$ cat src/rtl/lector_boton_antirrebote.sv
// Push-button reader: two-flop synchronizer, four-state debounce FSM, and registered
// level, press/release pulses and an LED toggle. Every output comes straight from a flop.
module lector_boton_antirrebote #(
  parameter int CICLOS_ESTABLES = 500000,
  parameter int ANCHO_CONTADOR  = 20
) (
  input  logic clk,
  input  logic rst,
  input  logic boton,
  output logic nivel,
  output logic pulso_presion,
  output logic pulso_liberacion,
  output logic conmutado
);

  typedef enum logic [1:0] {
    ESTABLE_BAJO,
    VALIDANDO_ALTO,
    ESTABLE_ALTO,
    VALIDANDO_BAJO
  } estado_t;

  localparam logic [ANCHO_CONTADOR-1:0] ULTIMO = ANCHO_CONTADOR'(CICLOS_ESTABLES - 1);

  logic                      s1, s2;
  estado_t                   estado, estado_sig;
  logic [ANCHO_CONTADOR-1:0] contador, contador_sig;
  logic                      nivel_sig, presion_sig, liberacion_sig, conmutado_sig;

  always_ff @(posedge clk) begin
    if (rst) begin
      s1               <= 1'b0;
      s2               <= 1'b0;
      estado           <= ESTABLE_BAJO;
      contador         <= '0;
      nivel            <= 1'b0;
      pulso_presion    <= 1'b0;
      pulso_liberacion <= 1'b0;
      conmutado        <= 1'b0;
    end else begin
      s1               <= boton;
      s2               <= s1;
      estado           <= estado_sig;
      contador         <= contador_sig;
      nivel            <= nivel_sig;
      pulso_presion    <= presion_sig;
      pulso_liberacion <= liberacion_sig;
      conmutado        <= conmutado_sig;
    end
  end

  // Counter is cleared on every transition and in both stable states, so bounces never accumulate.
  always_comb begin
    estado_sig     = estado;
    contador_sig   = '0;
    nivel_sig      = nivel;
    presion_sig    = 1'b0;
    liberacion_sig = 1'b0;
    conmutado_sig  = conmutado;
    case (estado)
      ESTABLE_BAJO: begin
        if (s2) estado_sig = VALIDANDO_ALTO;
      end
      VALIDANDO_ALTO: begin
        if (!s2) begin
          estado_sig = ESTABLE_BAJO;
        end else if (contador == ULTIMO) begin
          estado_sig    = ESTABLE_ALTO;
          nivel_sig     = 1'b1;
          presion_sig   = 1'b1;
          conmutado_sig = ~conmutado;
        end else begin
          contador_sig = contador + 1'b1;
        end
      end
      ESTABLE_ALTO: begin
        if (!s2) estado_sig = VALIDANDO_BAJO;
      end
      VALIDANDO_BAJO: begin
        if (s2) begin
          estado_sig = ESTABLE_ALTO;
        end else if (contador == ULTIMO) begin
          estado_sig     = ESTABLE_BAJO;
          nivel_sig      = 1'b0;
          liberacion_sig = 1'b1;
        end else begin
          contador_sig = contador + 1'b1;
        end
      end
      default: estado_sig = ESTABLE_BAJO;
    endcase
  end

endmodule

$ cat config.mk
export PLATFORM = sky130hd
export DESIGN_NAME = lector_boton_antirrebote
export DESIGN_NICKNAME = d
export VERILOG_FILES = /design/src/rtl/lector_boton_antirrebote.sv
export SDC_FILE = /design/constraint.sdc
export NUM_CORES = 1
export LEC_CHECK = 0
export CORE_MARGIN = 2
export CORE_UTILIZATION = 56
export DETAILED_ROUTE_END_ITERATION = 6
export PLACE_DENSITY = 0.76
export REMOVE_ABC_BUFFERS = 1
export SLEW_MARGIN = 5
export SYNTH_ARGS = -nofsm -noshare
export SYNTH_HDL_FRONTEND = slang
export SYNTH_SLANG_ARGS = --single-unit
export TNS_END_PERCENT = 50
$ cat constraint.sdc
create_clock -name clk -period 2.18 [get_ports clk]
set_input_delay 0.436 -clock clk [delete_from_list [all_inputs] [get_ports clk]]
set_output_delay 0.436 -clock clk [all_outputs]
set_load 0.1 [all_outputs]
* Yosys cells after proc, flatten, opt, wreduce, memory -nomap -nowiden *
Index checks and enable logic that the tools add are counted.

operators by class
  muxes and demuxes = 17
  bitwise operators = 4
  reductions and logical operators = 7
  $add $sub $neg = 1
  equality and inequality tests = 12

operators by type and width
  operator                                          count
  two-way mux 20 bit                                3
  case mux 20 bit (2 select lines)                  1
  adder 20 x 1 -> 20 bit (second input constant)    1
  == test 20 x 19 -> 1 bit (second input constant)  1
  two-way mux 2 bit                                 6
  inequality test 2 bit (second input constant)     6
  case mux 2 bit (4 select lines)                   1
  inequality test 3 bit (second input constant)     2
  OR reduction 3 bit                                2
  two-way mux 1 bit                                 5
  AND reduction 5 bit                               1
  == test 2 bit (second input constant)             2
  inverter 1 bit                                    4
  AND reduction 4 bit                               1
  AND reduction 3 bit                               1
  == test 2 x 1 -> 1 bit (second input constant)    1
  logical NOT 2 bit                                 1
  case mux 1 bit (2 select lines)                   1
  nonzero test 2 bit                                1

word-level totals
  bits of input ports = 3
  word-level logic and storage cells = 49
  output and inout port bits = 4
  flip-flop bits (word level) = 28

* Depth between registers and ports, before layout *
  depth after elaboration = 4
  mapped depth = 6

* Worst setup path after synthesis *
OpenSTA, ideal clock, no wires.

  path kind = reg-to-reg
  from = register contador[8]
  to = register contador[17]
  data arrival time = 1,771 ps
  cell stages (with the launch flop) = 6
  setup time = 71 ps
  clock period less this slack = 1,841 ps
  path slack = 339 ps
  data required time = 2,109 ps
  cell sequence = dfxtp_1 > nand4_2 > or4_1 > buf_2 > or4_1 > a21oi_1

between the ends
  cells in the longest elaborated chain, start to end = 4
  elaborated cells on any way between the ends = 6
  classes of those cells = add/sub (1); eq/ne (1); mux (4)

ends and longest elaborated chain
  element                                                                    RTL line  RTL
  from (decl)                                                                27        logic [ANCHO_CONTADOR-1:0] contador, contador_sig;
  from (signal assigned)                                                     44        contador <= contador_sig;
  adder 20 x 1 -> 20 bit / == test 20 x 19 -> 1 bit (equally long branches)  --
  two-way mux 20 bit *                                                       67, 82
  two-way mux 20 bit (on tied branches)                                      80, 65
  case mux 20 bit (2 select lines) *                                         60        case (estado)

Mark *: on every way between the ends. The rest lies on a longest branch, timed or not.
A chain may end at the register's enable or synchronous reset.

* Final worst setup path *
  from = register contador[9]
  to = register contador[19]

Same word-level chain as after synthesis.

==> results_tabular.tex <==
\begin{tabular}{lr}
\hline
Metric & Value \\
\hline
\multicolumn{2}{l}{\textbf{Outcome}} \\
\quad Outcome & completed \\
\multicolumn{2}{l}{\textbf{Routing}} \\
\quad Via count & approximately 960 \\
\quad Count of routing violations after the opening detailed-route iteration & 36 \\
\quad Detailed Routing Iterations Pass 1 & 4 \\
\quad DRC Markers & 0 \\
\quad Wire length after detailed routing & 2090 um \\
\quad Vias per inst & between 5 and 6 \\
\quad Antenna viol nets, final & 0 \\
\quad Routed wire length per instance & 11.9 um \\
\multicolumn{2}{l}{\textbf{CTS}} \\
\quad Root buffer cell & sky130\_fd\_sc\_hd\_\_clkbuf\_4 \\
\quad Buffers inserted by post-CTS timing repair & 0 \\
\quad Clock latency on the worst-skew pair & 0.32 ns \\
\quad Total clock buffers created by CTS & 3 \\
\quad H-tree levels & 1 \\
\quad Hold-fix buffer count after cts & 0 \\
\quad CTS clk-pin slew, worst paths & 0.14 ns \\
\quad TritonCTS clock tree & done \\
\quad Clk sink count & 28 \\
\quad CTS max path bufs & 2 \\
\quad Quantity of gates resized following cts & 0 \\
\multicolumn{2}{l}{\textbf{Finish}} \\
\quad Register cell area after layout & 561 um2 \\
\quad Number of fillers in the final layout & between 150 and 200 \\
\quad Final cell utilization of the core & 0.678 \\
\quad Finished layout cell area & 1360 um2 \\
\quad Multi-input gate area in the final layout & roughly 620 um2 \\
\quad Commonest non-fill, non-tap cell in the layout & sky130\_fd\_sc\_hd\_\_dfxtp\_1 \\
\quad Proportion of layout cells with a drive suffix above 1 & 0.108 \\
\quad Area Overhead vs Synth & 11.6\% \\
\quad Count of antenna diodes in the layout & 0 \\
\quad Commonest cells after routing, fill and taps aside & sky130\_fd\_sc\_hd\_\_dfxtp\_1 (28), sky130\_fd\_sc\_hd\_\_nor2\_1 (18), sky130\_fd\_sc\_hd\_\_xnor2\_1 (9), sky130\_fd\_sc\_hd\_\_a21oi\_1 (8), sky130\_fd\_sc\_hd\_\_buf\_4 (8) \\
\quad Number of nets in the final layout & around 150 \\
\multicolumn{2}{l}{\textbf{Placed design}} \\
\quad IO Port Bufs & 6 \\
\quad Total half-perimeter wirelength after legalization and detailed placement & 1580 um \\
\quad Setup WS pre-CTS & between 0.2 and 0.25 ns \\
\quad Placed Instance Area & 1320 um2 \\
\quad Final weighted congestion in routability-driven placement & 0.844 \\
\multicolumn{2}{l}{\textbf{Setup path}} \\
\quad Startpoint of the lowest-slack register-to-register path & contador[9] \\
\quad Worst setup path startpoint & contador[9] \\
\quad Required @ worst endpoint & 2.44 ns \\
\quad Critical path launch point type & register \\
\quad Critical Path End Type & register \\
\quad Category of the most critical setup path & reg2reg \\
\quad Critical path arrival & between 2 and 2.5 ns \\
\quad Largest fanout on the critical path & 10 \\
\multicolumn{2}{l}{\textbf{Timing}} \\
\quad Slew at the pin closest to its max-slew limit & 0.503 ns \\
\quad Count of final setup violators & 0 \\
\quad Fraction of the cycle the final worst path needs & 0.923 \\
\quad Fin Clk Skew & 0.00550 ns \\
\quad Minimum clock period & 2.01 ns \\
\quad Number of max-slew violations in the final report & 0 \\
\quad Total count of hold-check failures in the final report & 0 \\
\quad Unrepaired setup endpoints after global routing & no \\
\quad Least setup slack across all paths after layout & 0.169 ns \\
\quad Fmax & just under 500 MHz \\
\quad Worst slew margin relative to its limit & 0.660 \\
\multicolumn{2}{l}{\textbf{GRT}} \\
\quad Maximum number of pins on one net before global-route repair & 16 \\
\quad Global-route wire length before repair & 3680 um \\
\quad Total Routing Usage GR & 0.187 \\
\quad Final global-route overflow total & 0 \\
\quad Antenna violations before repair & 0 \\
\quad Vias in the first global route & about 870 \\
\multicolumn{2}{l}{\textbf{Power and ir drop}} \\
\quad Fraction of power consumed by combinational cells & 0.035 \\
\quad Power dissipated by switching net loads & around 0.16 mW \\
\quad Switch share & 0.207 \\
\quad Clock network fraction of design power & 0.310 \\
\quad Internal power & 0.627 mW \\
\quad Areal power density over the cells & slightly below 600 nW/um2 \\
\quad P\_leak & 0.395 nW \\
\quad Worst ir drop on vdd & 0.580 mV \\
\quad Sequential group share of total power & 0.655 \\
\multicolumn{2}{l}{\textbf{Synthesis}} \\
\quad Yosys Warn Count & 0 \\
\quad Cell area after synthesis & 1210 um2 \\
\quad Number of instances in the synthesized netlist & 138 \\
\quad Per-instance average area after synthesis & 8.80 um2 \\
\quad Sequential area share after synthesis & 0.461 \\
\quad Synth unique cells & 32 \\
\quad Seq cells post-synth & 28 \\
\multicolumn{2}{l}{\textbf{Worst hold path}} \\
\quad Worst hold start & s1 \\
\quad Hold Path Class & reg2reg \\
\multicolumn{2}{l}{\textbf{Job}} \\
\quad \# Max-Cap Violations & 0 \\
\multicolumn{2}{l}{\textbf{Floorplanning}} \\
\quad Starting density of the core & 0.607 \\
\quad Die area & 2560 um2 \\
\quad Chip Height & 50.6 um \\
\quad Count of boundary I/O pins & 7 \\
\quad Placement Rows & 16 \\
\quad Core outline area & between 2000 and 2500 um2 \\
\quad Die width & 50.6 um \\
\hline
\end{tabular}
-- sequential cells by signal, indices dropped and copies added (netlist names), named ones only --
register,cells
conmutado,1
pulso_presion,1
nivel,1
estado,1
s2,1
s1,1
contador,20
pulso_liberacion,1
-- worst max-delay path, stage by stage (launching register included) --
cell and delay, ns:
sky130_fd_sc_hd__dfxtp_1 0.46, sky130_fd_sc_hd__nand4_2 0.15, sky130_fd_sc_hd__or4_1 0.68, sky130_fd_sc_hd__or4_1 0.51
sky130_fd_sc_hd__a21oi_1 0.15
-- Yosys cell counts (all sizes together) --
cell type,number,area share
and2,1,0.0052
and4,1,0.0072
nor2b,2,0.010
and3b,1,0.0072
nand4b,1,0.0072
a31oi,1,0.0052
nor2,18,0.056
nand3,7,0.033
nand2b,2,0.010
or3,2,0.010
nor4,2,0.010
nor4b,2,0.014
o31ai,5,0.031
o311ai,1,0.0072
nand4,6,0.036
clkbuf,3,0.0093
a21oi,8,0.033
or4,6,0.037
nand2,7,0.022
xnor2,9,0.065
or2,1,0.0052
nor3,6,0.025
ha,1,0.010
inv,6,0.019
dfxtp,28,0.46
xor2,4,0.029
o21ai,4,0.016
nand3b,1,0.0062
and4b,1,0.0082
buf,1,0.0041
-- metrics by stage --
step                setup TNS [ns]  instances  hold WS [ns]  power, mW
CTS                              0        175         0.458      0.800
finish                           0        175         0.462      0.792
global placement                 0        171         0.416      0.557
global route                     0        175         0.462      0.824
detailed placement               0        171         0.426      0.558
floorplan                    -4.22        134         0.414      0.546
-- worst paths after layout --
| check | to | slack [ns] | depth (start not counted) |
|---|---|---|---|
| max | contador[19] | 0.17 | 4 |
| min | s2 | 0.46 | 1 |
| max reg2reg | contador[19] | 0.17 | 4 |
| min reg2reg | s2 | 0.46 | 1 |
-- cells by family (layout without fill, tap and decap cells) --
group,count (synthesis),in the layout,synth area share
AO/OA/AOI/OAI,19,19,0.0927
XOR/XNOR,13,13,0.0937
adder cells (fa/ha/maj),1,1,0.0103
buffers and inverters,10,20,0.0319
flip-flops,28,28,0.461
AND/OR/NAND/NOR,67,67,0.310
-- power by group through the flow --
stage | Combinational, mW | Clock, mW | Sequential (mW)
detailed placement | 0.0282 | 0 | 0.529
global route | 0.0303 | 0.274 | 0.519
finish | 0.0281 | 0.245 | 0.518
floorplan | 0.00502 | 0 | 0.541
CTS | 0.0282 | 0.253 | 0.518
global placement | 0.0278 | 0 | 0.529
-- layout make-up --
| class | instances | share of cell area |
|---|---|---|
| Multi-Input combinational cell | 100 | 0.459 |
| Sequential cell | 28 | 0.413 |
| Tap cell | 27 | 0.0249 |
| Clock buffer | 4 | 0.0268 |
| Timing Repair Buffer | 10 | 0.0590 |
| Inverter | 6 | 0.0166 |
-- routing by layer --
layer,GRT usage,share of wire
met1,0.241,0.49
met3,0.0565,0.029
met5,0,0
met4,0.0586,0
met2,0.300,0.48
(Power assumes the default switching activity.)
